### config.mk
export PLATFORM = sky130hd
export DESIGN_NAME = x_capture_driver
export DESIGN_NICKNAME = d
export VERILOG_FILES = /design/src/rtl/x_capture_driver.sv
export SDC_FILE = /design/constraint.sdc
export NUM_CORES = 1
export LEC_CHECK = 0
export ABC_AREA = 1
export BUFFER_PORTS_ARGS = -buffer_cell sky130_fd_sc_hd__buf_2
export CAP_MARGIN = 15
export CORE_ASPECT_RATIO = 1.4
export CORE_MARGIN = 2
export CORE_UTILIZATION = 30
export DETAILED_ROUTE_END_ITERATION = 7
export PLACE_DENSITY = 0.51
export SYNTH_ARGS = -nofsm -noshare
export SYNTH_HDL_FRONTEND = slang
export SYNTH_SLANG_ARGS = --single-unit
### constraint.sdc
create_clock -name i_clk -period 3.3 [get_ports i_clk]
set_clock_uncertainty 0.05 [all_clocks]
set_input_delay 0.33 -clock i_clk [delete_from_list [all_inputs] [get_ports i_clk]]
set_output_delay 0.33 -clock i_clk [all_outputs]
set_load 0.005 [all_outputs]
### src/rtl/x_capture_driver.sv
// Host-side capture driver: decodes UART command bytes, snapshots delay-line channels
// (direct or through a FIFO) and streams the shift register out as bytes.
module x_capture_driver #(
  parameter int unsigned DL_W  = 32,
  parameter int unsigned CH    = 4,
  parameter int unsigned DEPTH = 4
) (
  input  logic                 i_clk,
  input  logic                 i_rst,
  input  logic                 i_valid,
  input  logic [7:0]           i_data,
  output logic                 o_valid,
  input  logic                 i_accept,
  output logic [7:0]           o_data,
  input  logic [CH*DL_W-1:0]   i_dl,
  output logic                 o_busy
);

  localparam int unsigned PtrW   = $clog2(DEPTH);
  localparam int unsigned CntW   = PtrW + 1;
  localparam int unsigned NBytes = DL_W / 8;
  localparam int unsigned BcW    = $clog2(NBytes + 1);

  localparam logic [3:0] OpLoad   = 4'd0;
  localparam logic [3:0] OpUnload = 4'd1;
  localparam logic [3:0] OpSample = 4'd2;
  localparam logic [3:0] OpSnap   = 4'd3;
  localparam logic [3:0] OpPop    = 4'd4;
  localparam logic [3:0] OpStatus = 4'd5;

  typedef enum logic {StIdle, StSend} state_e;

  state_e            state_q, state_d;
  logic [DL_W-1:0]   sr_q, sr_d;
  logic              valid_q, valid_d;
  logic [BcW-1:0]    bcnt_q, bcnt_d;
  logic [PtrW-1:0]   wr_ptr_q, wr_ptr_d;
  logic [PtrW-1:0]   rd_ptr_q, rd_ptr_d;
  logic [CntW-1:0]   cnt_q, cnt_d;
  logic              ovf_q, ovf_d;
  logic              udf_q, udf_d;
  logic              push;

  logic [DL_W-1:0]   mem [DEPTH];

  logic [3:0]        op;
  logic [3:0]        payload;
  logic              ch_ok;
  logic [DL_W-1:0]   ch_sample;
  logic [DL_W-1:0]   status_word;

  assign op      = i_data[3:0];
  assign payload = i_data[7:4];
  assign ch_ok   = 32'(payload) < CH;

  always_comb begin
    ch_sample = '0;
    for (int k = 0; k < int'(CH); k++) begin
      if (payload == 4'(k)) ch_sample = i_dl[k*DL_W +: DL_W];
    end
  end

  always_comb begin
    status_word = '0;
    status_word[DL_W-1 -: 8] = {ovf_q, udf_q, 6'(cnt_q)};
  end

  always_comb begin
    state_d  = state_q;
    sr_d     = sr_q;
    valid_d  = valid_q;
    bcnt_d   = bcnt_q;
    wr_ptr_d = wr_ptr_q;
    rd_ptr_d = rd_ptr_q;
    cnt_d    = cnt_q;
    ovf_d    = ovf_q;
    udf_d    = udf_q;
    push     = 1'b0;

    unique case (state_q)
      StIdle: begin
        if (i_valid) begin
          case (op)
            OpLoad:   sr_d = {sr_q[DL_W-5:0], payload};
            OpUnload: begin
              bcnt_d  = BcW'(NBytes);
              valid_d = 1'b1;
              state_d = StSend;
            end
            OpSample: if (ch_ok) sr_d = ch_sample;
            OpSnap: begin
              if (ch_ok) begin
                if (cnt_q == CntW'(DEPTH)) begin
                  ovf_d = 1'b1;
                end else begin
                  push     = 1'b1;
                  wr_ptr_d = wr_ptr_q + PtrW'(1);
                  cnt_d    = cnt_q + CntW'(1);
                end
              end
            end
            OpPop: begin
              if (cnt_q == '0) begin
                udf_d = 1'b1;
              end else begin
                sr_d     = mem[rd_ptr_q];
                rd_ptr_d = rd_ptr_q + PtrW'(1);
                cnt_d    = cnt_q - CntW'(1);
              end
            end
            OpStatus: begin
              sr_d  = status_word;
              ovf_d = 1'b0;
              udf_d = 1'b0;
            end
            default: ;
          endcase
        end
      end
      StSend: begin
        // Commands arriving here are dropped; only the TX handshake advances.
        if (valid_q && i_accept) begin
          sr_d   = sr_q << 8;
          bcnt_d = bcnt_q - BcW'(1);
          if (bcnt_q == BcW'(1)) begin
            valid_d = 1'b0;
            state_d = StIdle;
          end
        end
      end
      default: state_d = StIdle;
    endcase
  end

  always_ff @(posedge i_clk or posedge i_rst) begin
    if (i_rst) begin
      state_q  <= StIdle;
      sr_q     <= '0;
      valid_q  <= 1'b0;
      bcnt_q   <= '0;
      wr_ptr_q <= '0;
      rd_ptr_q <= '0;
      cnt_q    <= '0;
      ovf_q    <= 1'b0;
      udf_q    <= 1'b0;
    end else begin
      state_q  <= state_d;
      sr_q     <= sr_d;
      valid_q  <= valid_d;
      bcnt_q   <= bcnt_d;
      wr_ptr_q <= wr_ptr_d;
      rd_ptr_q <= rd_ptr_d;
      cnt_q    <= cnt_d;
      ovf_q    <= ovf_d;
      udf_q    <= udf_d;
    end
  end

  // Snapshot storage is deliberately left unreset.
  always_ff @(posedge i_clk) begin
    if (push) mem[wr_ptr_q] <= ch_sample;
  end

  assign o_valid = valid_q;
  assign o_busy  = (state_q == StSend);
  assign o_data  = sr_q[DL_W-1 -: 8];

endmodule

==> results of run 1 <==
## area by class of cell
class | count | area, um2 | share of cell area, %
Multi-Input combinational cell | 756 | 3500 | 32.68
Inverter | 45 | 171.4 | 1.600
Timing Repair Buffer | 167 | 920.9 | 8.598
Sequential cell | 174 | 4996 | 46.65
Clock buffer | 21 | 525.5 | 4.907
Tap cell | 385 | 481.7 | 4.498
Clock inverter | 11 | 115.1 | 1.075
## synthesized netlist by cell type, types with 2 or more instances
| cell | instances | area [um2] |
|---|---|---|
| a21oi_1 | 42 | 210.2 |
| buf_1 | 6 | 22.52 |
| buf_2 | 22 | 110.1 |
| buf_4 | 12 | 90.09 |
| buf_6 | 10 | 112.6 |
| clkbuf_1 | 14 | 52.55 |
| dfrtp_1 | 46 | 1151 |
| edfxtp_1 | 128 | 3844 |
| ha_1 | 6 | 75.07 |
| inv_1 | 40 | 150.1 |
| inv_2 | 4 | 15.01 |
| nand2_1 | 418 | 1569 |
| nand2_2 | 24 | 150.1 |
| nand3_1 | 118 | 590.6 |
| nand4_1 | 18 | 112.6 |
| nand4_2 | 20 | 250.2 |
| nor2_1 | 84 | 315.3 |
| nor2_4 | 4 | 45.04 |
| nor3_1 | 2 | 10.01 |
| o21ai_0 | 9 | 45.04 |
| xnor2_1 | 2 | 17.52 |
| xor2_1 | 3 | 26.28 |
## worst max-delay path, stage by stage (launching register included)
cell	delay, ns
dfrtp_1	0.39
inv_1	0.07
nand2_1	0.16
nor2_1	0.22
nand3_1	0.33
nor2_2	0.17
buf_4	0.47
## layer usage
layer | vias up | GRT usage, %
li1 | 3667 | -
met1 | 3420 | 20.96
met2 | 221 | 26.80
met3 | 25 | 2.109
met4 | 0 | 4.544
met5 | - | 0
## report_power, final
group	internal, mW	switching [mW]
clock network	1.24	0.888
registers	2.60	0.210
logic	0.706	1.39
## stage by stage
stage                     utilization [%]  worst slack [ns]  hold slack (ns)
after global placement              33.64            0.9944           0.4070
final                               35.89             1.045           0.1936
after detailed placement            33.64            0.9596           0.4220
after CTS                           35.79            0.9998           0.1600
after global routing                35.89            0.8329           0.2073
after floorplan                         -            0.4188           0.4000
## flip-flops by register name, summed over array words and instances, names as in the netlist
signal    flops
rd_ptr_q      2
ovf_q         1
sr_q         32
mem         128
cnt_q         3
wr_ptr_q      2
o_valid       1
udf_q         1
bcnt_q        3
o_busy        1
## what timing repair did
action | in CTS | in global routing
hold buffers | 0 | 1
endpoints found under the hold margin | 0 | 7
gates resized for setup | 0 | 0
## kinds of logic (layout without fill, tap and decap cells)
logic type	after synthesis	after routing	share of synthesized area, %
flip-flops	174	174	55.28
AO/OA/AOI/OAI	53	53	2.963
adder cells (fa/ha/maj)	7	7	1.052
AND/OR/NAND/NOR	691	691	34.03
XOR/XNOR	5	5	0.4847
buffers and inverters	109	244	6.189
## path summary, 6_finish.rpt
path / start / cells after the start / slack [ns] / to
max in group asynchronous: i_rst / 4 / 2.40 / sr_q[10]
setup reg to reg: o_busy / 6 / 1.05 / mem[3][16]
min in group asynchronous: i_rst / 3 / 0.30 / cnt_q[0]
hold reg to reg: sr_q[29] / 2 / 0.43 / sr_q[29]
hold / removal: i_accept / 4 / 0.19 / o_busy
setup / recovery: o_busy / 6 / 1.05 / mem[3][16]
==> flow_summary.toml, run 1 <==
[timing]
fmaxAchievable_mhz = 443.5
timing.final.max_slew_violations = 0
finalHoldViolCount = 0
worst_pin_slew_ns = 0.7826
period_share_pct = 68.33
rsz0062_at_grt = "no"
finalCriticalPeriod_ns = 2.255
slew_headroom_pct = 47.77
setup_violations = 0
tns_ns = 0

[place]
io_buffer_count = 149
hpwl_mm = 16.05
globalplace.congestion = 0.7544
post_dp_cell_area_um2 = 10040
placedCellCount = 1525

[layout]
final_cells = 1559
layout-drive-gt1-share_pct = 22.49
area_growth_pct = 18.53
design_area_um2 = 10710
fillers = 3121
fin_nets = 1308
final_common_cell = "nand2_1"
most-common-layout-cells = "nand2_1, buf_2, edfxtp_1"
n_antenna_cell = 0

[yosys]
ys_seq_area_share_pct = 55.28
synth_cells = 1039
synth_ff_type = "edfxtp_1"
synth.distinct_cells = 29
async_flop_share_pct = 26.44
syn-num-nets = 1186
avgSynthCellArea_um2 = 8.697
syn_area_um2 = 9036
synth_edf_count = 128
ys_warn_count = 0
ys_seq_elements = 174

[clocking]
cts_buffers = 17
cts.sink_count = 174
postCtsSetupBuffers = 0
cts_tree = "built"
cts.htree.levels = 4
cts_max_path_buffers = 2
clk_latency_ns = 0.43
root_buffer = "clkbuf_16"
path_clk_slew_ns = 0.07

[die]
start_util_pct = 30.28
row_count = 75
core_um2 = 29840
ios = 150
die_w_um = 150.7
dieArea_um2 = 31540
die_h_um = 209.4

[global_route]
grt_pass1_wl_mm = 39.07
overflow = 0
grt_max_degree = 66
antenna_found_initial = 0
grt_pass1_vias = 7356
grt_usage_pct = 15.77

[critical_path]
cp.arrival_ns = 2.28
start_kind = "register"
path_class = "register to register"
endpoint_kind = "register"
critPathRequiredTime_ns = 3.32
crit_path_max_fanout = 32

[outcome]
status = "finished clean"

[detailed_routing]
via_per_inst = 4.704
wirelength_met1_mm = 11.14
wl_met2_mm = 11.58
wl_per_cell_um = 15.49
wirelength_mm = 24.15
via_count = 7333
antenna_left = 0
dr_wl_met3_mm = 1.028
post-route-drc-count = 0
first_pass_iters = 4
highest_layer = "met4"
dr.first_iter.drc_count = 424

[pwr]
power_mw = 7.029
ir_drop_uv = 360.6
power.leakage_nw = 4.575
power_density_nw_per_um2 = 656.3

[worst_hold_path]
hold_path_class = "primary input to register"

[run]
drv_cap = 0
No activity file was read; power rests on OpenSTA's default activity.
==> run 2: changes to the inputs <==
Settings changed: ABC_AREA 1 to 0.
Clock period 3.3 ns to 2.21 ns, I/O delays scaled along.
==> run 2 against run 1 <==
Against the previous run: largest power group unchanged; clock-buffer cell count rose by 3; highest routed layer unchanged; critical endpoint is now sr_q[15]; combinational power rose by 32%; global-route usage fell by 0.15 points; core utilization rose by 1.6 points; largest cell class unchanged.
==> flow_summary.toml, run 2 <==
[clocking]
cts_max_path_buffers = 2
postCtsResizedCells = 0
root_buffer = "clkbuf_16"
cts_buffers = 17
cts_tree = "built"
clk_latency_ns = 0.43
cts.htree.levels = 4
cts.sink_count = 174
path_clk_slew_ns = 0.06

[critical_path]
critPathBufInv = 1
start_kind = "register"
worst_path_max_delay_cell = "mux4_2"
cp.arrival_ns = 2.30
crit_path_max_fanout = 23
endpoint_kind = "register"
critPathRequiredTime_ns = 2.45
ff2ff_path_depth = 5
max_stage_delay_ns = 0.52
crit_path_cell_trace = "buf_12, mux4_2, and2_1, a2111oi_0, o31ai_1"
cp.depth = 5
path_class = "register to register"
critPathTopFamily = "compound AO/OA/AOI/OAI gates"

[detailed_routing]
wirelength_mm = 23.23
via_per_inst = 5.086
wirelength_met1_mm = 9.422
dr_wl_met3_um = 657
wl_per_cell_um = 20.63
post-route-drc-count = 0
wl_met2_mm = 12.52
antenna_left = 0
first_pass_iters = 5
via_count = 5727
dr.first_iter.drc_count = 389
highest_layer = "met4"

[pwr]
power_density_nw_per_um2 = 945.5
power.leakage_nw = 4.129
power_mw = 10.11
ir_drop_uv = 601.1

[yosys]
syn-num-nets = 739
ys_seq_area_share_pct = 57.15
async_flop_share_pct = 26.44
synthTopCellsByCount = "edfxtp_1, mux4_2, and2_1, dfrtp_1, and3_1"
ys_warn_count = 0
synth_ff_type = "edfxtp_1"
synth_edf_count = 128
ys_seq_elements = 174
synth_top_area_cell = "edfxtp_1"
synth_area_leaders = "edfxtp_1, mux4_2, dfrtp_1"
synth_cells = 592
avgSynthCellArea_um2 = 14.76
syn_area_um2 = 8740
synth_top_area_share_pct = 43.98
synthMostInstantiatedCell = "edfxtp_1"
synth.distinct_cells = 45

[layout]
most-common-layout-cells = "buf_2, edfxtp_1, mux4_2"
largest_register = "mem"
layout-drive-gt1-share_pct = 38.75
largest_reg_flops = 128
area_growth_pct = 22.39
n_antenna_cell = 0
top_regs = "mem (128), sr_q (32)"
fin_nets = 885
utilization_pct = 37.54
final_common_cell = "buf_2"

[place]
io_buffer_count = 149
hpwl_mm = 16.07
globalplace.congestion = 0.7193

[global_route]
grt_pass1_wl_mm = 35.70
antenna_found_initial = 0
grt_max_degree = 41
grt_usage_pct = 15.62
overflow = 0
grt_pass1_vias = 6130

[timing]
tns_ns = 0
slew_headroom_pct = 23.25
timing.final.max_slew_violations = 0
finalHoldViolCount = 0
period_share_pct = 93.11
fmaxAchievable_mhz = 486.0
worst_pin_slew_ns = 1.146
setup_violations = 0
finalCriticalPeriod_ns = 2.058
rsz0062_at_grt = "no"
holdWs_ns = 0.1076

[die]
start_util_pct = 30.67
die_w_um = 148.3
core_um2 = 28500
dieArea_um2 = 30530
ios = 150
row_count = 73
die_h_um = 206.0

[run]
drv_cap = 0

[outcome]
status = "finished clean"

[worst_hold_path]
hold_path_class = "primary input to register"
hold_depth = 4
[run 2: cell types whose count changed in the layout (fill, tap and decap cells not counted), moves of 28 or more]
cell | before | now
nand2_1 | 418 | 11
nand3_1 | 118 | 30
nor2_1 | 77 | 5
mux4_2 | 0 | 59
and2_1 | 0 | 51
and3_1 | 0 | 39
a21oi_1 | 42 | 8
inv_1 | 38 | 10
[run 2: tightest hold or removal path, delay by kind of cell]
kind | cells | cell delay [ns]
AOI/OAI and AO/OA | 1 | 0.10
buffers and inverters | 1 | 0.11
and+or+nand+nor | 2 | 0.12
[run 2: path summary, 6_finish.rpt]
check,from,end,slack [ns]
max reg2reg,rd_ptr_q[0],sr_q[15],0.15
min reg2reg,bcnt_q[0],bcnt_q[0],0.46
min,i_accept,o_busy,0.11
max,rd_ptr_q[0],sr_q[15],0.15
max in group asynchronous,i_rst,rd_ptr_q[0],1.26
min in group asynchronous,i_rst,cnt_q[1],0.32
[run 2: logic make-up after synthesis]
kind of cell,share of synthesized area (%)
buffers and inverters,3.851
muxes,17.17
DFF,57.15
adders and majority gates,1.088
and+or+nand+nor,12.44
AOI/OAI and AO/OA,7.702
xor gates and xnor gates,0.6013
[run 2: cell type report]
cell class	count	area, um2
fillers	2784	17800
flip-flops and latches	174	4996
multi-input cells	350	3440
repair buffers	183	1141
clock buffers	24	504.2
well taps	375	469.2
clock inverters	8	101.3
inverters	12	45.04
[run 2: power breakdown]
part	internal, mW	leakage [nW]	total (mW)	switching, mW
clock	1.83	0.287	3.04	1.21
combinational	1.39	2.08	2.78	1.39
sequential	3.87	1.76	4.28	0.417
[run 2: metrics by stage]
stage	cells	setup slack, ns	instance area, um2
after CTS	1126	0.1162	10700
after detailed placement	1093	0.09688	10080
after floorplan	592	0.1936	8745
after global routing	1126	0.04881	10700
after global placement	1093	0.1247	10080
final	1126	0.1522	10700
[run 2: timing repair]
action                                 CTS  global route
hold buffers                             1             0
setup buffers                            0             0
endpoints found under the hold margin   20             0
[run 2: metal layers]
| layer | global-route usage (%) | vias to the layer above |
|---|---|---|
| met1 | 18.83 | 2944 |
| li1 | - | 2617 |
| met5 | 0 | - |
| met4 | 6.156 | 0 |
| met2 | 27.83 | 134 |
| met3 | 2.583 | 32 |
